`src/rtl/fifo_read_ctrl_if.sv`:
```
// Read-side FIFO bus: pointer exchange with the write domain, memory read port
// and the consumer valid/ready stream.
interface fifo_read_ctrl_if #(
  parameter int N = 4
);
  logic [N:0]   wrPtrGray;
  logic [7:0]   rdData;
  logic [N-1:0] rdPtr;
  logic [N:0]   rdPtrGray;
  logic [7:0]   dOut;
  logic         dValid;
  logic         dReady;
  logic         rdEmpty;

  modport master (
    input  wrPtrGray, rdData, dReady,
    output rdPtr, rdPtrGray, dOut, dValid, rdEmpty
  );

  modport slave (
    output wrPtrGray, rdData, dReady,
    input  rdPtr, rdPtrGray, dOut, dValid, rdEmpty
  );
endinterface

```
`src/rtl/fifo_read_ctrl.sv`:
```
// Read-domain controller of the dual-clock byte FIFO: Gray pointer exchange,
// empty detection and a 2-entry output buffer hiding the 1-cycle memory latency.
module fifo_read_ctrl #(
  parameter int N           = 4,
  parameter int SYNC_STAGES = 2
) (
  input logic                rdClk,
  input logic                rdRst,
  fifo_read_ctrl_if.master   rd
);

  typedef enum logic [1:0] {
    BUF_EMPTY = 2'd0,
    BUF_ONE   = 2'd1,
    BUF_TWO   = 2'd2
  } buf_state_e;

  logic [SYNC_STAGES-1:0][N:0] sync_q;
  logic [N:0]                  ptr_q, ptr_d;
  logic [N:0]                  gray_q, gray_d;
  logic                        pending_q, pending_d;
  buf_state_e                  buf_q, buf_d;
  logic [7:0]                  head_q, head_d;
  logic [7:0]                  skid_q, skid_d;

  logic [N:0] wr_sync_s;
  logic [1:0] count_s;
  logic [2:0] credit_s;
  logic       empty_s;
  logic       pop_s;
  logic       issue_s;

  assign wr_sync_s = sync_q[SYNC_STAGES-1];
  assign empty_s   = (gray_q == wr_sync_s);
  assign count_s   = buf_q;
  assign pop_s     = (buf_q != BUF_EMPTY) && rd.dReady;
  // Outstanding bytes after this cycle's pop must fit in the two buffer slots.
  assign credit_s  = {1'b0, count_s} + {2'b00, pending_q} - {2'b00, pop_s};
  assign issue_s   = !empty_s && (credit_s < 3'd2);

  assign rd.rdPtr     = ptr_q[N-1:0];
  assign rd.rdPtrGray = gray_q;
  assign rd.rdEmpty   = empty_s;
  assign rd.dOut      = head_q;
  assign rd.dValid    = (buf_q != BUF_EMPTY);

  // Read pointer advance on each issued memory read.
  always_comb begin
    ptr_d     = ptr_q;
    gray_d    = gray_q;
    pending_d = issue_s;
    if (issue_s) begin
      ptr_d  = ptr_q + (N+1)'(1);
      gray_d = ptr_d ^ (ptr_d >> 1);
    end else begin
      ptr_d  = ptr_q;
      gray_d = gray_q;
    end
  end

  // Output buffer: arriving byte goes to the tail, pop advances the head.
  always_comb begin
    buf_d  = buf_q;
    head_d = head_q;
    skid_d = skid_q;
    case (buf_q)
      BUF_EMPTY: begin
        if (pending_q) begin
          head_d = rd.rdData;
          buf_d  = BUF_ONE;
        end else begin
          buf_d  = BUF_EMPTY;
        end
      end
      BUF_ONE: begin
        if (pending_q && pop_s) begin
          head_d = rd.rdData;
        end else if (pending_q) begin
          skid_d = rd.rdData;
          buf_d  = BUF_TWO;
        end else if (pop_s) begin
          buf_d  = BUF_EMPTY;
        end else begin
          buf_d  = BUF_ONE;
        end
      end
      BUF_TWO: begin
        if (pop_s) begin
          head_d = skid_q;
          if (pending_q) begin
            skid_d = rd.rdData;
          end else begin
            buf_d  = BUF_ONE;
          end
        end else begin
          buf_d = BUF_TWO;
        end
      end
      default: begin
        buf_d = BUF_EMPTY;
      end
    endcase
  end

  // State registers; reset drops any read still in flight.
  always_ff @(posedge rdClk) begin
    if (rdRst) begin
      sync_q    <= '0;
      ptr_q     <= '0;
      gray_q    <= '0;
      pending_q <= 1'b0;
      buf_q     <= BUF_EMPTY;
      head_q    <= 8'd0;
      skid_q    <= 8'd0;
    end else begin
      sync_q    <= {sync_q[SYNC_STAGES-2:0], rd.wrPtrGray};
      ptr_q     <= ptr_d;
      gray_q    <= gray_d;
      pending_q <= pending_d;
      buf_q     <= buf_d;
      head_q    <= head_d;
      skid_q    <= skid_d;
    end
  end

endmodule

```
`src/flat_wrapper.sv`:
```
// flat-port wrapper written by rule: the top's interface ports become plain ports
module fifo_read_ctrl_flat 
#(
  parameter int N           = 4,
  parameter int SYNC_STAGES = 2
)
  (rdClk, rdRst, rd_wrPtrGray, rd_rdData, rd_dReady, rd_rdPtr, rd_rdPtrGray, rd_dOut, rd_dValid, rd_rdEmpty);
  fifo_read_ctrl_if #(.N(N)) rd_i ();
  input logic rdClk;
  input logic rdRst;
  input wire logic [$bits(rd_i.wrPtrGray)-1:0] rd_wrPtrGray;
  input wire logic [$bits(rd_i.rdData)-1:0] rd_rdData;
  input wire logic [$bits(rd_i.dReady)-1:0] rd_dReady;
  output wire logic [$bits(rd_i.rdPtr)-1:0] rd_rdPtr;
  output wire logic [$bits(rd_i.rdPtrGray)-1:0] rd_rdPtrGray;
  output wire logic [$bits(rd_i.dOut)-1:0] rd_dOut;
  output wire logic [$bits(rd_i.dValid)-1:0] rd_dValid;
  output wire logic [$bits(rd_i.rdEmpty)-1:0] rd_rdEmpty;
  assign rd_i.wrPtrGray = rd_wrPtrGray;
  assign rd_i.rdData = rd_rdData;
  assign rd_i.dReady = rd_dReady;
  assign rd_rdPtr = rd_i.rdPtr;
  assign rd_rdPtrGray = rd_i.rdPtrGray;
  assign rd_dOut = rd_i.dOut;
  assign rd_dValid = rd_i.dValid;
  assign rd_rdEmpty = rd_i.rdEmpty;
  fifo_read_ctrl #(.N(N), .SYNC_STAGES(SYNC_STAGES)) u_core (.rdClk(rdClk), .rdRst(rdRst), .rd(rd_i));
endmodule
```
`config.mk`:
```
export PLATFORM = sky130hd
export DESIGN_NAME = fifo_read_ctrl_flat
export DESIGN_NICKNAME = d
export VERILOG_FILES = /design/src/rtl/fifo_read_ctrl_if.sv /design/src/rtl/fifo_read_ctrl.sv /design/src/flat_wrapper.sv
export SDC_FILE = /design/constraint.sdc
export NUM_CORES = 1
export LEC_CHECK = 0
export BUFFER_PORTS_ARGS = -buffer_cell sky130_fd_sc_hd__buf_2
export CAP_MARGIN = 40
export CORE_MARGIN = 5
export CORE_UTILIZATION = 49
export CTS_BUF_LIST = sky130_fd_sc_hd__clkbuf_4 sky130_fd_sc_hd__clkbuf_8 sky130_fd_sc_hd__clkbuf_16
export DETAILED_ROUTE_END_ITERATION = 12
export PLACE_DENSITY = 0.77
export SYNTH_ARGS = -nofsm -noshare
export SYNTH_HDL_FRONTEND = slang
export SYNTH_SLANG_ARGS = --single-unit
```
`constraint.sdc`:
```
create_clock -name rdClk -period 2.2 [get_ports rdClk]
set_input_delay 0.44 -clock rdClk [delete_from_list [all_inputs] [get_ports rdClk]]
set_output_delay 0.44 -clock rdClk [all_outputs]
set_load 0.05 [all_outputs]
```
==> summary.txt, run 1 <==
Placed design
  – Cells after DPL: 260
  – GPL Wtd Cong: roughly 0.74
  – Hpwl dp: around 2400 um
  – Port Buffers: 34

Critical path
  – Delay-heaviest family, CP: adder cells
  – CP max FO: 6
  – Kind of critical path: reg -> reg
  – Setup crit start kind: flop
  – Most frequent CP cell: nand2_2
  – Slowest-stage cell, CP: fa_2
  – Crit end category: flop
  – Crit path arrival time: about 2300 ps
  – Crit-path max cell delay: approximately 380 ps
  – Crit path required time: 2370 ps
  – CP bufs+invs: 0
  – Worst path cell trace: or2_4 -> nand2_2 -> ha_4 -> nand2_2 -> fa_2 -> xnor2_4 -> nand2_4 -> a211oi_2 -> mux2_1

Yosys
  – Synth Warn #: 0
  – Primary FF master, synth: dfxtp_1
  – Syn_nets: between 150 and 200
  – Synthesized flop and latch total: 38
  – Post-synth EDFFs: 0
  – Cell Area, Synth: between 1500 and 2000 um2
  – Async set-reset flop share out of synthesis: 0%
  – Gate Count Post-Synth: approximately 180
  – Synth area leaders: dfxtp_1 (42%), mux2i_1 (10%), a211oi_2 (5.5%), nor2b_1 (5.2%), nor2_1 (4.6%)
  – Part of the Yosys area used for sequential elements: roughly 42%
  – Syn_area_per_cell: slightly above 10 um2
  – Post-synth cell types: 46
  – Yosys top cell by area: dfxtp_1
  – Yosys top cell area share: 42.02%

Final layout
  – Commonest non-fill, non-tap cell in the layout: dfxtp_1
  – Layout area overhead: 25.02%
  – Nets@finish: ~240
  – Final Util: 62.29%
  – Diodes inserted: 0
  – Ratio of cells with drive above 1 in the final layout: 36.36%
  – Non-Filler Instances: 268
  – Commonest non-fill, non-tap cells in the layout: dfxtp_1 (35), buf_2 (34), nor2_1 (22)

Timing
  – Slew HR: 63.89%
  – Final setup vio count: 0
  – Clock skew: 6.610 ps
  – Minimum clock period: about 2100 ps
  – Slew @ Worst Pin: ~540 ps
  – Final Hold Vio Count: 0
  – Final hold slack: around 360 ps
  – Final Cycle Share: 95.24%
  – Max-slew violations: 0
  – Fmax: approximately 480 MHz
  – RSZ-0062 raised after global routing: true

GRT
  – First-pass GRT wire length: ~5700 um
  – GRT overflow: 0
  – Vias in the first global route: between 1000 and 1500
  – GRT Total Usage: between 10% and 20%
  – Antenna violations before repair: 0
  – Largest net degree at the start of global routing: 29

Pwr
  – Leak: ~1.1 nW
  – PwrDens: 1430 nW/um2
  – Switching part of the total: ~42%
  – Net Sw Power: between 0.001 and 0.0015 W
  – Sequential Power Share: between 20% and 30%
  – Maximum vdd drop: 0.0005925 V
  – Power share of the clock group: 22.3%
  – Combinational share of power: approximately half
  – Int Power: 0.001893 W

Clocking
  – Hold_buf cts: 0
  – Clock Sinks: 38
  – TritonCTS Buffers: 5
  – Worst-skew pair later-pin latency: slightly below 300 ps
  – Worst-path clk slew: roughly 70 ps
  – Root Buffer Master: clkbuf_8
  – Maximum root-to-sink buffer count: 2
  – CTS tree: done
  – Htree depth: 2

Floorplanning
  – Cell Rows: 22
  – Core area: about 3600 um2
  – Die area: 5011 um2
  – Overall die width: ~71 um
  – I/O pins: 35
  – Height of the die: 70.79 um
  – Starting density of the core: between 40% and 50%

Drt
  – First drt pass iteration count: 4
  – # DRC: 0
  – Final WL: 3478 um
  – Via count: 1367
  – Antenna Nets Post-Route: 0
  – WL/cell: 12.98 um
  – Initial DRC Count: 89
  – Average vias per placed instance: about 5

Outcome
  – Status: finished clean

Job
  – Max cap viols: 0

Hold path
  – Hold Path Class: in -> reg
sequential cells by signal, summed over array words and instances (netlist names):
register,cells
u_core.wr_sync_s,5
u_core.ptr_q,5
u_core.skid_q,8
u_core.rd.dOut,8
u_core.rd.rdPtrGray,4
u_core.pending_q,1
u_core.buf_q,2
u_core.sync_q,5
final cells by class:
cell class | instances | area [um2]
fillers | 324 | 1370
multi-input cells | 126 | 1032
flip-flops and latches | 38 | 764.5
repair buffers | 45 | 252.7
clock buffers | 6 | 82.58
clock inverters | 2 | 60.06
well taps | 48 | 60.06
inverters | 3 | 11.26
logic make-up (layout without fill, tap and decap cells):
family / count (synthesis) / after routing / share of synthesized area, %
buffers and inverters: 12 / 56 / 3.594
AND/OR/NAND/NOR: 59 / 59 / 17.00
AO/OA/AOI/OAI: 31 / 31 / 16.24
adder cells (fa/ha/maj): 3 / 3 / 2.488
multiplexers: 21 / 21 / 11.82
XOR/XNOR: 12 / 12 / 6.842
flip-flops: 38 / 38 / 42.02
synthesized netlist by cell type, drive strengths merged, types with 3 or more instances:
cell / number
buf: 7
mux2: 3
xnor2: 4
a2111oi: 3
a211oi: 9
nand2: 8
mux2i: 18
nand2b: 3
nor2b: 15
xor2: 8
inv: 3
nor2: 23
a21oi: 4
dfxtp: 38
routing by layer:
layer  global-route usage, %  part of all wire, %
met1                   19.77                   49
met2                   21.22                   45
met3                   3.977                  3.6
met4                   6.889                  2.1
met5                       0                    0
power by group through the flow:
stage	sequential, W	clock [W]	combinational (W)
after floorplan	0.00129	0	0.000829
after global placement	0.000945	0	0.00151
after detailed placement	0.000948	0	0.00153
after CTS	0.000936	0.000739	0.00154
after global routing	0.000956	0.000776	0.00168
final	0.000941	0.000722	0.00157
worst paths after layout:
path / start / endpoint / slack, ps / cells past startpoint
setup reg to reg: u_core.buf_q[0] / u_core.ptr_q[4] / 100 / 9
hold reg to reg: u_core.sync_q[4] / u_core.wr_sync_s[4] / 430 / 1
hold / removal: rd_wrPtrGray[1] / u_core.sync_q[1] / 360 / 2
setup / recovery: u_core.buf_q[0] / u_core.ptr_q[4] / 100 / 9
through the flow:
stage	total power (W)	worst slack, ps	setup TNS [ps]	instance area, um2
2_1_floorplan	0.002114	-174.8	-888.1	1832
3_3_place_gp	0.002457	-10.61	-18.00	2091
3_5_place_dp	0.002475	-64.38	-197.2	2091
4_1_cts	0.003212	12.79	0	2233
5_1_grt	0.003410	-12.15	-12.15	2263
6_report	0.003236	104.7	0	2263
timing repair:
| item | CTS | global route |
|---|---|---|
| gates resized for setup | 0 | 7 |
| buffers inserted | 0 | 0 |
| setup endpoints to repair | 0 | 7 |
Power figures use the tool's default switching activity.
==> run 2: changes to the inputs <==
==> constraint.sdc (replaced) <==
create_clock -name rdClk -period 2.2 [get_ports rdClk]
set_input_delay 0.11 -clock rdClk [delete_from_list [all_inputs] [get_ports rdClk]]
set_output_delay 0.11 -clock rdClk [all_outputs]
set_load 0.01 [all_outputs]
==> summary.txt, run 2 (synthesis results as in run 1) <==
Floorplanning
  – Starting density of the core: 49.83% (unchanged)
  – I/O pins: 35 (unchanged)
  – Die area: 5011 um2 (unchanged)
  – Core area: 3633 um2 (unchanged)
  – Overall die width: 70.79 um (unchanged)
  – Cell Rows: 22 (unchanged)
  – Height of the die: 70.79 um (unchanged)

Placed design
  – Pre-CTS WS: 52.65 ps (+117.0 ps)
  – Port Buffers: 34 (unchanged)
  – Placed cell areas: 2053 um2 (-1.8%)
  – Cells after DPL: 255 (-1.9%)
  – Hpwl dp: 2403 um (-0.33%)
  – GPL Wtd Cong: 0.7171 (-3.7%)

Critical path
  – Crit path required time: 2370 ps (about the same)
  – Setup crit start kind: flop
  – R2r setup slk: 70 ps (-30 ps)
  – Crit path arrival time: 2290 ps (+20 ps)
  – CP max FO: 6 (unchanged)
  – Worst r2r src: u_core.buf_q[0]
  – CP startpoint: u_core.buf_q[0]
  – Crit end category: flop
  – Kind of critical path: reg -> reg

Timing
  – Slew @ Worst Pin: 534.3 ps (-7.309 ps)
  – Max-slew violations: 0 (unchanged)
  – PnR worst setup slack: 74.63 ps (-30.06 ps)
  – Final hold slack: 41.94 ps (-319.9 ps)
  – Final Hold Vio Count: 0 (unchanged)
  – Minimum clock period: 2125 ps (+30.06 ps)
  – Final Cycle Share: 96.61% (+1.4 points)
  – Final setup vio count: 0 (unchanged)
  – Slew HR: 64.38% (+0.49 points)
  – Clock skew: 8.305 ps (+1.695 ps)
  – Fmax: 470.5 MHz (-1.4%)

Clocking
  – Maximum root-to-sink buffer count: 2 (unchanged)
  – Root Buffer Master: clkbuf_8
  – TritonCTS Buffers: 5 (unchanged)
  – Post-CTS Setup Inserts: 0 (unchanged)
  – Htree depth: 2 (unchanged)
  – Clock Sinks: 38 (unchanged)
  – Worst-path clk slew: 70 ps (about the same)
  – CTS tree: done
  – Worst-skew pair later-pin latency: 280 ps (about the same)

Outcome
  – Status: finished clean

Final layout
  – Ratio of cells with drive above 1 in the final layout: 34.58% (-1.8 points)
  – Nets@finish: 233 (-2.1%)
  – Non-Filler Instances: 262 (-2.2%)
  – Commonest non-fill, non-tap cells in the layout: dfxtp_1 (36), buf_2 (34), nor2_1 (22)
  – Final Util: 59.75% (-2.5 points)
  – Commonest non-fill, non-tap cell in the layout: dfxtp_1
  – Layout area overhead: 19.90%
  – Diodes inserted: 0 (unchanged)
  – Design Area, Final: 2171 um2 (-4.1%)

Pwr
  – Maximum vdd drop: 0.0005448 V (-8.1%)
  – Leak: 1.028 nW (-4.4%)
  – PwrDens: 1178 nW/um2 (-18%)

Drt
  – Antenna Nets Post-Route: 0 (unchanged)
  – WL/cell: 13.04 um (+0.47%)
  – Final WL: 3416 um (-1.8%)
  – # DRC: 0 (unchanged)
  – Average vias per placed instance: 5.103 (about the same)
  – First drt pass iteration count: 4 (unchanged)
  – Via count: 1337 (-2.2%)
  – Initial DRC Count: 89 (unchanged)

Hold path
  – Hold wc startpoint: rd_wrPtrGray[2]
  – Hold Path Class: in -> reg

GRT
  – GRT overflow: 0 (unchanged)
  – Antenna violations before repair: 0 (unchanged)
  – First-pass GRT wire length: 5713 um (-0.47%)
  – Vias in the first global route: 1236 (-0.96%)
  – Largest net degree at the start of global routing: 26 (-10%)
  – GRT Total Usage: 13.90% (-0.61 points)

Job
  – Max cap viols: 0 (unchanged)
[run 2: layout make-up]
class | count | area [um2]
Inverter | 3 | 11.26
Sequential cell | 38 | 763.2
Clock buffer | 7 | 83.83
Timing Repair Buffer | 40 | 215.2
Tap cell | 48 | 60.06
Fill cell | 344 | 1463
Multi-Input combinational cell | 126 | 1037
[run 2: metrics by stage]
step,TNS (ps),total power (W)
floorplan,-161.9,0.001754
global placement,0,0.002035
detailed placement,0,0.002054
CTS,0,0.002519
global route,-32.57,0.002744
finish,0,0.002557
[run 2: per-layer routing]
metal	GRT usage, %	wire length, um	vias up
met2	19.88	1523	26
met5	0	0	-
met3	3.409	142	4
met1	19.96	1710	618
met4	5.637	40	0
li1	-	-	689
[run 2: critical path, cell delays in order, from the launching register on]
cell and delay [ps]:
dfxtp_2 320, or2_4 250, nand2_2 80, ha_4 120, nand2_2 50, fa_2 590
nand2_4 100, a211oi_2 170, mux2_1 340
[run 2: final timing paths]
| path | end | depth (start not counted) |
|---|---|---|
| setup / recovery | u_core.ptr_q[4] | 8 |
| hold / removal | u_core.sync_q[2] | 2 |
| setup reg to reg | u_core.ptr_q[4] | 8 |
| hold reg to reg | u_core.wr_sync_s[3] | 1 |
[run 2: power breakdown]
group | internal (W) | switching [W] | total, W
registers | 0.000830 | 0.0000984 | 0.000928
clock network | 0.000243 | 0.000212 | 0.000455
logic | 0.000527 | 0.000647 | 0.00117
[run 2: what timing repair did]
action,in CTS,in global routing
hold buffers,0,0
endpoints found under the setup margin,0,7
hold endpoints to repair,0,0
gates resized for setup,0,7
